File: config.mk
export PLATFORM = sky130hd
export DESIGN_NAME = multicycle_cpu
export DESIGN_NICKNAME = d
export VERILOG_FILES = /design/src/rtl/multicycle_cpu_pkg.sv /design/src/rtl/multicycle_cpu_regfile.sv /design/src/rtl/multicycle_cpu.sv
export SDC_FILE = /design/constraint.sdc
export NUM_CORES = 2
export LEC_CHECK = 0
export CAP_MARGIN = 10
export CORE_MARGIN = 3
export CORE_UTILIZATION = 52
export DETAILED_ROUTE_END_ITERATION = 10
export GPL_TIMING_DRIVEN = 0
export PLACE_DENSITY = 0.68
export RECOVER_POWER = 25
export SLEW_MARGIN = 30
export SYNTH_ARGS = -nofsm -noshare
export SYNTH_HDL_FRONTEND = slang
export SYNTH_SLANG_ARGS = --single-unit
File: constraint.sdc
create_clock -name clk -period 6.2 [get_ports clk]
set_input_delay 0.62 -clock clk [delete_from_list [all_inputs] [get_ports clk]]
set_output_delay 0.62 -clock clk [all_outputs]
set_load 0.01 [all_outputs]
File: src/rtl/multicycle_cpu_pkg.sv
// Shared encodings for the multicycle MIPS-subset core: opcodes, functs, FSM states,
// ALU operations, instruction classes and the decode/ALU helper functions.
package multicycle_cpu_pkg;

  localparam logic [5:0] OP_RTYPE = 6'h00;
  localparam logic [5:0] OP_J     = 6'h02;
  localparam logic [5:0] OP_JAL   = 6'h03;
  localparam logic [5:0] OP_BEQ   = 6'h04;
  localparam logic [5:0] OP_BNE   = 6'h05;
  localparam logic [5:0] OP_ADDI  = 6'h08;
  localparam logic [5:0] OP_XORI  = 6'h0E;
  localparam logic [5:0] OP_LW    = 6'h23;
  localparam logic [5:0] OP_SW    = 6'h2B;

  localparam logic [5:0] FN_JR  = 6'h08;
  localparam logic [5:0] FN_ADD = 6'h20;
  localparam logic [5:0] FN_SUB = 6'h22;
  localparam logic [5:0] FN_AND = 6'h24;
  localparam logic [5:0] FN_OR  = 6'h25;
  localparam logic [5:0] FN_SLT = 6'h2A;

  typedef enum logic [2:0] {S_FETCH, S_DECODE, S_EXEC, S_MEM, S_WB, S_HALT} state_e;
  typedef enum logic [2:0] {ALU_ADD, ALU_SUB, ALU_AND, ALU_OR, ALU_XOR, ALU_SLT} alu_op_e;
  typedef enum logic [3:0] {
    K_ALU_R, K_ALU_I, K_LW, K_SW, K_BEQ, K_BNE, K_J, K_JAL, K_JR, K_ILL
  } kind_e;

  typedef struct packed {
    kind_e   kind;
    alu_op_e alu_op;
  } dec_t;

  function automatic dec_t decode(input logic [31:0] ir);
    dec_t d;
    d.kind   = K_ILL;
    d.alu_op = ALU_ADD;
    case (ir[31:26])
      OP_RTYPE: begin
        case (ir[5:0])
          FN_ADD:  d.kind = K_ALU_R;
          FN_SUB:  begin d.kind = K_ALU_R; d.alu_op = ALU_SUB; end
          FN_AND:  begin d.kind = K_ALU_R; d.alu_op = ALU_AND; end
          FN_OR:   begin d.kind = K_ALU_R; d.alu_op = ALU_OR;  end
          FN_SLT:  begin d.kind = K_ALU_R; d.alu_op = ALU_SLT; end
          FN_JR:   d.kind = K_JR;
          default: d.kind = K_ILL;
        endcase
      end
      OP_ADDI: d.kind = K_ALU_I;
      OP_XORI: begin d.kind = K_ALU_I; d.alu_op = ALU_XOR; end
      OP_LW:   d.kind = K_LW;
      OP_SW:   d.kind = K_SW;
      OP_BEQ:  d.kind = K_BEQ;
      OP_BNE:  d.kind = K_BNE;
      OP_J:    d.kind = K_J;
      OP_JAL:  d.kind = K_JAL;
      default: d.kind = K_ILL;
    endcase
    return d;
  endfunction

  function automatic logic [31:0] alu(input alu_op_e op, input logic [31:0] a,
                                      input logic [31:0] b);
    case (op)
      ALU_SUB: return a - b;
      ALU_AND: return a & b;
      ALU_OR:  return a | b;
      ALU_XOR: return a ^ b;
      ALU_SLT: return {31'd0, ($signed(a) < $signed(b))};
      default: return a + b;
    endcase
  endfunction

endpackage

File: src/rtl/multicycle_cpu_regfile.sv
// 32 x 32-bit register file: two asynchronous read ports, one synchronous write port.
// Register $0 reads as zero and ignores writes.
module multicycle_cpu_regfile (
  input  logic        clk,
  input  logic [4:0]  ra1_i,
  input  logic [4:0]  ra2_i,
  output logic [31:0] rd1_o,
  output logic [31:0] rd2_o,
  input  logic        we_i,
  input  logic [4:0]  wa_i,
  input  logic [31:0] wd_i
);

  logic [31:0] regs_q [0:31];

  always_ff @(posedge clk) begin
    if (we_i && (wa_i != 5'd0)) regs_q[wa_i] <= wd_i;
  end

  assign rd1_o = (ra1_i == 5'd0) ? 32'd0 : regs_q[ra1_i];
  assign rd2_o = (ra2_i == 5'd0) ? 32'd0 : regs_q[ra2_i];

endmodule

File: src/rtl/multicycle_cpu.sv
// Multicycle MIPS-subset core: FETCH/DECODE/EXEC/MEM/WB sequencing over a single
// req/ready memory port. Memory-side outputs are registered and held until ready.
module multicycle_cpu
  import multicycle_cpu_pkg::*;
#(
  parameter logic [31:0] RESET_PC    = 32'h0000_0000,
  parameter int          ADDR_W      = 32,
  parameter bit          HALT_ON_ILL = 1'b1
) (
  input  logic              clk,
  input  logic              reset_n,
  output logic              mem_req,
  output logic              mem_we,
  output logic [ADDR_W-1:0] mem_addr,
  output logic [31:0]       mem_wdata,
  input  logic [31:0]       mem_rdata,
  input  logic              mem_ready,
  output logic [ADDR_W-1:0] pc_out,
  output logic              retire,
  output logic              halt
);

  state_e            state_q;
  kind_e             kind_q;
  alu_op_e           alu_op_q;
  logic [ADDR_W-1:0] pc_q, ipc_q, addr_q, bt_q;
  logic              req_q, we_q, halt_q;
  logic [31:0]       wdata_q, ir_q, a_q, b_q, opb_q, alu_q, mdr_q;

  dec_t              dec_d;
  logic [31:0]       rs_val, rt_val, sext_imm, zext_imm, alu_d, pc_ext, rf_wd;
  logic [ADDR_W-1:0] pc_inc_d, pc_exec_d;
  logic              rf_we;
  logic [4:0]        rf_wa;

  assign dec_d    = decode(ir_q);
  assign sext_imm = {{16{ir_q[15]}}, ir_q[15:0]};
  assign zext_imm = {16'd0, ir_q[15:0]};
  assign alu_d    = alu(alu_op_q, a_q, opb_q);
  assign pc_ext   = 32'(pc_q);
  assign pc_inc_d = pc_q + ADDR_W'(32'd4);

  always_comb begin
    pc_exec_d = pc_q;
    case (kind_q)
      K_BEQ:     if (a_q == b_q) pc_exec_d = bt_q;
      K_BNE:     if (a_q != b_q) pc_exec_d = bt_q;
      K_J, K_JAL: pc_exec_d = ADDR_W'({pc_ext[31:28], ir_q[25:0], 2'b00});
      K_JR:      pc_exec_d = ADDR_W'(a_q);
      default:   pc_exec_d = pc_q;
    endcase
  end

  // jal links in EXEC; every other register write happens in WB
  always_comb begin
    rf_we = (state_q == S_WB) || ((state_q == S_EXEC) && (kind_q == K_JAL));
    rf_wa = (kind_q == K_JAL) ? 5'd31 : (kind_q == K_ALU_R) ? ir_q[15:11] : ir_q[20:16];
    rf_wd = (kind_q == K_JAL) ? pc_ext : (kind_q == K_LW) ? mdr_q : alu_q;
  end

  always_comb begin
    retire = 1'b0;
    case (state_q)
      S_DECODE: retire = (dec_d.kind == K_ILL) && !HALT_ON_ILL;
      S_EXEC:   retire = kind_q inside {K_BEQ, K_BNE, K_J, K_JAL, K_JR};
      S_MEM:    retire = mem_ready && (kind_q == K_SW);
      S_WB:     retire = 1'b1;
      default:  retire = 1'b0;
    endcase
  end

  multicycle_cpu_regfile u_regfile (
    .clk   (clk),
    .ra1_i (ir_q[25:21]),
    .ra2_i (ir_q[20:16]),
    .rd1_o (rs_val),
    .rd2_o (rt_val),
    .we_i  (rf_we),
    .wa_i  (rf_wa),
    .wd_i  (rf_wd)
  );

  always_ff @(posedge clk or negedge reset_n) begin
    if (!reset_n) begin
      state_q  <= S_FETCH;
      pc_q     <= ADDR_W'(RESET_PC);
      ipc_q    <= ADDR_W'(RESET_PC);
      kind_q   <= K_ILL;
      alu_op_q <= ALU_ADD;
      req_q    <= 1'b0;
      we_q     <= 1'b0;
      addr_q   <= '0;
      wdata_q  <= '0;
      halt_q   <= 1'b0;
    end else begin
      case (state_q)
        S_FETCH: begin
          if (!req_q) begin
            req_q  <= 1'b1;
            addr_q <= pc_q;
            we_q   <= 1'b0;
          end else if (mem_ready) begin
            req_q   <= 1'b0;
            ipc_q   <= pc_q;
            pc_q    <= pc_inc_d;
            state_q <= S_DECODE;
          end
        end
        S_DECODE: begin
          kind_q   <= dec_d.kind;
          alu_op_q <= dec_d.alu_op;
          if (dec_d.kind != K_ILL) begin
            state_q <= S_EXEC;
          end else if (HALT_ON_ILL) begin
            state_q <= S_HALT;
            halt_q  <= 1'b1;
          end else begin
            state_q <= S_FETCH;
            req_q   <= 1'b1;
            addr_q  <= pc_q;
          end
        end
        S_EXEC: begin
          case (kind_q)
            K_LW, K_SW: begin
              // a misaligned effective address stops the core before any request
              if (alu_d[1:0] != 2'b00) begin
                state_q <= S_HALT;
                halt_q  <= 1'b1;
              end else begin
                state_q <= S_MEM;
                req_q   <= 1'b1;
                we_q    <= (kind_q == K_SW);
                addr_q  <= ADDR_W'(alu_d);
                wdata_q <= (kind_q == K_SW) ? b_q : 32'd0;
              end
            end
            K_ALU_R, K_ALU_I: state_q <= S_WB;
            default: begin
              pc_q    <= pc_exec_d;
              state_q <= S_FETCH;
              req_q   <= 1'b1;
              addr_q  <= pc_exec_d;
            end
          endcase
        end
        S_MEM: begin
          if (mem_ready) begin
            we_q    <= 1'b0;
            wdata_q <= 32'd0;
            if (kind_q == K_SW) begin
              state_q <= S_FETCH;
              addr_q  <= pc_q;
            end else begin
              req_q   <= 1'b0;
              state_q <= S_WB;
            end
          end
        end
        S_WB: begin
          state_q <= S_FETCH;
          req_q   <= 1'b1;
          addr_q  <= pc_q;
        end
        default: begin
          state_q <= S_HALT;
          req_q   <= 1'b0;
          halt_q  <= 1'b1;
        end
      endcase
    end
  end

  always_ff @(posedge clk) begin
    case (state_q)
      S_FETCH:  if (req_q && mem_ready) ir_q <= mem_rdata;
      S_DECODE: begin
        a_q   <= rs_val;
        b_q   <= rt_val;
        bt_q  <= pc_q + ADDR_W'({sext_imm[29:0], 2'b00});
        opb_q <= (dec_d.kind == K_ALU_R) ? rt_val :
                 (ir_q[31:26] == OP_XORI) ? zext_imm : sext_imm;
      end
      S_EXEC:   alu_q <= alu_d;
      S_MEM:    if (mem_ready) mdr_q <= mem_rdata;
      default:  ;
    endcase
  end

  assign mem_req   = req_q;
  assign mem_we    = we_q;
  assign mem_addr  = addr_q;
  assign mem_wdata = wdata_q;
  assign pc_out    = (state_q == S_FETCH) ? pc_q : ipc_q;
  assign halt      = halt_q;

endmodule

# Yosys cells after proc, flatten, opt, wreduce, memory -nomap -nowiden
# Memories as Yosys holds them, arrays and structs flattened. A register that Yosys moved wholly into a read port is not among the register bits.
# Cells that the tools add are included.
[totals]
reg_bits = 333
latchBits = 0
ram_bits = 1024
mem_bits_ro = 0
input_bits = 35
output_inout_bits = 100
elab_cells = 168
mem_count = 1
[op_classes]
n_addsub = 4
multipliers = 0
div = 0
n_lt_le_gt_ge = 1
n_eq_ne = 47
shifts = 0
n_mux = 59
n_bitwise = 5
reduce_logical = 35
[memory_table]
columns = ["name", "words", "word_bits", "read_ports", "rd_ports_with_merged_regs", "wr", "line", "source"]
rows = [
  ["u_regfile.regs_q", 32, 32, 2, 2, 1, "multicycle_cpu_regfile.sv:14", "logic [31:0] regs_q [0:31];"],
]
[op_table]
columns = ["cell", "n"]
rows = [
  ["$mux 32", 19],
  ["$pmux 32 s4", 2],
  ["$pmux 32 s2", 3],
  ["$pmux 32 s5", 1],
  ["$add 32x32->32", 2],
  ["$eq 6x6->1 const B", 7],
  ["$add 32x3->32 const B", 1],
  ["$and 32x32->32", 1],
  ["$eq 32x32->1", 1],
  ["$lt 32x32->1", 1],
  ["$ne 32x32->1", 1],
  ["$or 32x32->32", 1],
  ["$pmux 4 s8", 1],
  ["$sub 32x32->32", 1],
  ["$xor 32x32->32", 1],
  ["$ne 2x2->1 const B", 10],
  ["$eq 6x4->1 const B", 3],
  ["$mux 3", 6],
  ["$eq 4x3->1 const B", 4],
  ["$mux 5", 3],
  ["$pmux 3 s5", 1],
  ["$mux 1", 14],
  ["$eq 3x2->1 const B", 4],
  ["$eq 6x2->1 const B", 2],
  ["other kinds (35)", 61],
]

# Logic depth before layout (Yosys ltp)
[depth]
ltp_word = 7
depth_mapped = 15
ltp_nobuf = 13

# Cells and area by module
# Synthesis repeated with hierarchy kept, for this count alone.
[unflattened]
hier_cells = 4965
area_unflattened_um2 = 70543.9
[modules_own_cells]
columns = ["mod", "instances", "cells_per_inst", "area_each_um2", "seq_area_each_um2"]
rows = [
  ["multicycle_cpu_regfile", 1, 2471, 47316.6, 30749.5],
  ["multicycle_cpu", 1, 2494, 23227.3, 10257.3],
]

# Worst setup path before layout
# No wires, ideal clock.
[synth_path]
path_type = "reg2reg"
start = "register kind_q[0]"
end = "memory u_regfile.regs_q[3][0], enable pin"
setup_time_ns = 0.501
arrival_time_ns = 4.713
t_required_ns = 5.699
path_slack_ns = 0.985
stages_incl_launch_ff = 7
path_buffers = 1
period_less_slack_ns = 5.215
path_cell_list = "dfstp_2 clkbuf_1 nor4_1 a22oi_1 nand2_1 nand2_1 nor4_1"
[synth_between]
elab_chain_len = 7
elab_cells_between_ends = 10
cone_classes = "eq/ne: 1; mux: 4; reduce/logical: 5"
[synth_lines]
columns = ["item", "line", "source"]
rows = [
  ["start: declaration", "multicycle_cpu.sv:24", "kind_e kind_q;"],
  ["start signal: assignment", "multicycle_cpu.sv:110", "kind_q <= dec_d.kind;"],
  ["$logic_not 4->1", "multicycle_cpu.sv:57", "rf_wa = (kind_q == K_JAL) ? 5'd31 : (kind_q == K_ALU_R) ? ir_q[15:11] : ir_q[20:16];"],
  ["$mux 5 (2 in series)", "multicycle_cpu.sv:57", ""],
  ["$reduce_bool 5->1", "multicycle_cpu_regfile.sv:17", "if (we_i && (wa_i != 5'd0)) regs_q[wa_i] <= wd_i;"],
  ["$logic_and 1x1->1", "multicycle_cpu_regfile.sv:17", ""],
  ["$mux 1", "multicycle_cpu_regfile.sv:17", ""],
  ["$mux 1 (not written as such)", "multicycle_cpu_regfile.sv:17", ""],
  ["end: declaration", "multicycle_cpu_regfile.sv:14", ""],
]
# Parallel ways exist; a longest one is shown, timed or not.

# Worst setup path in the final report
[layout_path]
start = "register state_q[1]"
end = "register req_q (netlist: mem_req)"
[layout_between]
elab_chain_len = 3
elab_cells_between_ends = 12
cone_classes = "eq/ne: 8; mux: 1; bitwise: 1; reduce/logical: 2"
[layout_lines]
columns = ["item", "line", "source"]
rows = [
  ["start: declaration", "multicycle_cpu.sv:23", "state_e state_q;"],
  ["start signal: assignment", "multicycle_cpu.sv:85", "state_q <= S_FETCH;"],
  ["start signal: assignment", "multicycle_cpu.sv:106", "state_q <= S_DECODE;"],
  ["start signal: assignment", "multicycle_cpu.sv:113", "state_q <= S_EXEC;"],
  ["$eq 3x2->1 or $eq 3x1->1 (tied branches)", "multicycle_cpu.sv:96", "case (state_q)"],
  ["$ne 3x3->1 (no line) (tied with other cells)", "n/a", ""],
  ["$reduce_and 5->1 (no line)", "n/a", ""],
  ["end signal: assignment", "multicycle_cpu.sv:90", "req_q <= 1'b0;"],
  ["end signal: assignment", "multicycle_cpu.sv:99", "req_q <= 1'b1;"],
  ["end signal: assignment", "multicycle_cpu.sv:103", "req_q <= 1'b0;"],
  ["end: declaration", "multicycle_cpu.sv:27", "logic req_q, we_q, halt_q;"],
]
# Parallel ways exist; a longest one is shown, timed or not.
# A chain may end at the register's enable or synchronous reset.

==> impl_metrics.ini <==
[outcome]
outcome = finished, violations left
violations = max-capacitance violations, max-slew violations

[sta]
drv_slew = 170
max_freq_ghz = 0.192
setup_ws_ns = 1.00
hold-worst-slack_ns = 0.471
layout_min_cycle_time_ns = 5.20
skew_ns = 0.0636
tns_ns = 0
max-slew-margin-rel_pct = -157
grt_setup_unrepaired = no
finalSetupViolCount = 0
fin_crit_sh_pct = 83.9
worst_pin_slew_ns = 3.86
hold_violations = 0

[power]
p_sw_mw = 14.2
pwr_density_cell_mw_per_mm2 = 450
p_leak_nw = 27.9
p_clk_share_pct = 24.2
swShare_pct = 38.9
power_mw = 36.6
seq_power_share_pct = 36.6
combPwrFrac_pct = 39.2
intPower_mw = 22.4
ir_drop_v = 0.000352

[worst_setup_path]
crit_fanout = 87
r2r_slack_ns = 1.00
cp.arrival_ns = 5.91
rr_worst_depth = 8
end_kind = flop
criticalPathCategory = flop to flop
critPathRequiredTime_ns = 6.91
critPathLaunchType = flop

[detailed_routing]
drc_errors = 0
routed_wl_mm = 259
post_drt_via_cell_ratio = 7.07
drt_pre_antenna_iters = 8
drtIter0Drc = 7632
vias = 48500
wl_per_cell_um = 37.6
postRouteAntennaNets = 0

[cts]
post-cts-setup-buffers = 0
cts_buffers = 146
cts_htree_levels = 4
clock_path_buffers = 3
root_buffer = clkbuf_16
cts_tree = done
cts_num_sinks = 1394
clock_latency_ns = 0.82
clk_pin_slew_ns = 0.06

[min_path]
holdPathStages = 2
hold_class = flop to flop

[grt]
grt_max_degree = 88
grt_pass1_wl_mm = 359
grt_usage_pct = 36.7
grt_pass1_vias = 46700
antenna_found_initial = 14
globalRouteOverflowTotal = 0

[floorplanning]
ios = 135
initial_core_util_pct = 52.6
die_y_um = 374
rows = 134
dieArea_mm2 = 0.140
core_area_mm2 = 0.134
dieWidth_um = 374

[layout]
final_nets = 5147
fillers = 9990
mostFrequentLayoutCells = edfxtp_1 (1248), mux4_2 (640), nand2_1 (403), clkbuf_1 (226), nor2_1 (202)
final_common_cell = edfxtp_1
utilization_pct = 60.6
drive_gt1_share_pct = 24.1
areaGrowthSynthToFinish_pct = 15.2

[synthesis]
yosysSeqAreaShare_pct = 58.2
synth_fa_ha_area_share_pct = 2.32
synth_cells = 4566
synth_flop_cell = edfxtp_1
synth_compound_area_share_pct = 7.69
synth_cell_type_count = 101
synth_edf_count = 1248
async_reset_ff_share_pct = 10.1
synth.avg_cell_area_um2 = 15.5
yosysTopAreaCell = edfxtp_1
yosysWarnings = 0
synthSimpleGateAreaFrac_pct = 6.41
ys_ff_latch = 1394
synth-xor-area-share_pct = 0.931
yosys-top-cells-area = edfxtp_1 (53%), mux4_2 (20%), dfrtp_1 (4.9%), nand2_1 (2.3%), ha_1 (2.2%)
synth.area.mux_share_pct = 22.0
yosys.area.top_type_share_pct = 53.1
syn_area_mm2 = 0.0706
synth_top_family_by_area = multiplexers

[placed_design]
dp_hpwl_mm = 189
place_ws_ns = 1.16
gp_congestion = 1.03
numPortBuffers = 134

[flow_run]
drv_cap = 8
synth_stat cells, types with 18 or more instances:
cell      number
ha_1         126
o21ai_0      161
a222oi_1      23
a21o_1        39
inv_1        129
mux2i_1       63
edfxtp_1    1248
nand3_1       76
a31oi_1       30
a22oi_1       58
mux4_2       640
a211oi_1      23
o211ai_1      31
a21oi_1      152
or3_1         18
mux2_2        42
nor2_1       227
clkbuf_1     238
nand2_1      433
o31ai_1       20
o21a_1        23
xnor2_1       65
nand4_1       19
dfrtp_1      139
nor3_1        60
buf_1         58
and3_1        18
nor2b_1       27
nand2b_1      39
timing repair:
| item | in CTS | in global routing |
|---|---|---|
| hold buffers | 1 | 0 |
| hold endpoints to repair | 69 | 0 |
| gates resized for setup | 0 | 0 |
cells by family (layout without fill, tap and decap cells):
family	after synthesis	after routing
simple gates	997	997
other cells	1	41
mux	746	746
xor+xnor	75	75
fa+ha+maj	129	129
compound gates	780	780
flops	1394	1394
buf+inv	444	941
metal layers:
layer,track usage [%],vias to the layer above,share of wire (%)
met5,0,-,0.022
met2,55.9,3704,45
met3,10.2,789,12
met1,48.0,24800,35
li1,-,19300,-
met4,20.6,8,6.9
power groups by stage:
stage / registers (mW) / clock network, mW / logic, mW
floorplan: 12.8 / 0 / 8.57
global placement: 13.6 / 0 / 13.7
detailed placement: 13.5 / 0 / 14.1
CTS: 13.3 / 8.92 / 14.1
global route: 13.4 / 9.29 / 15.0
finish: 13.4 / 8.86 / 14.4
path summary, 6_finish.rpt:
check | start | end
setup reg to reg | state_q[1]$_DFFE_PN0P_ | mem_req$_DFFE_PN0P_
min in group asynchronous | reset_n | mem_wdata[24]$_DFFE_PN0P_
max in group asynchronous | reset_n | pc_ext[20]$_DFFE_PN0P_
hold / removal | ipc_q[1]$_DFFE_PN0P_ | ipc_q[1]$_DFFE_PN0P_
hold reg to reg | ipc_q[1]$_DFFE_PN0P_ | ipc_q[1]$_DFFE_PN0P_
setup / recovery | state_q[1]$_DFFE_PN0P_ | mem_req$_DFFE_PN0P_
stage by stage:
stage,instance area (um^2),instances
final,81300,6871
after global routing,81300,6862
after CTS,81400,6861
after detailed placement,76600,6601
after global placement,74300,6499
after floorplan,70700,4597
sequential cells by signal, summed over array words and instances, names as in the netlist, 32 cells and up, named ones only:
register,cells
bt_q,32
mem_wdata,32
b_q,32
pc_ext,32
opb_q,32
ipc_q,32
mdr_q,32
u_regfile.regs_q,1024
ir_q,32
mem_addr,32
alu_q,32
a_q,32
layout make-up:
| class | count | area, um^2 | area share (%) |
|---|---|---|---|
| diodes | 9 | 22.5 | 0.0277 |
| plain buffers | 312 | 1310 | 1.61 |
| clock buffers | 173 | 3900 | 4.80 |
| clock inverters | 86 | 883 | 1.09 |
| inverters | 132 | 497 | 0.611 |
| multi-input cells | 2759 | 28200 | 34.7 |
| flip-flops and latches | 1394 | 41100 | 50.5 |
| well taps | 1768 | 2210 | 2.72 |
| repair buffers | 238 | 3210 | 3.95 |
critical path, cell delays in order (launching register included):
cell        delay [ns]
dfrtp_1           0.35
clkbuf_1          0.31
nor2_1            0.11
nand2_1           0.34
clkinvlp_2        1.96
clkbuf_4          1.33
a21oi_1           0.31
o21ai_0           0.13
mux2_2            0.28
No activity file was read; power rests on OpenSTA's default activity.
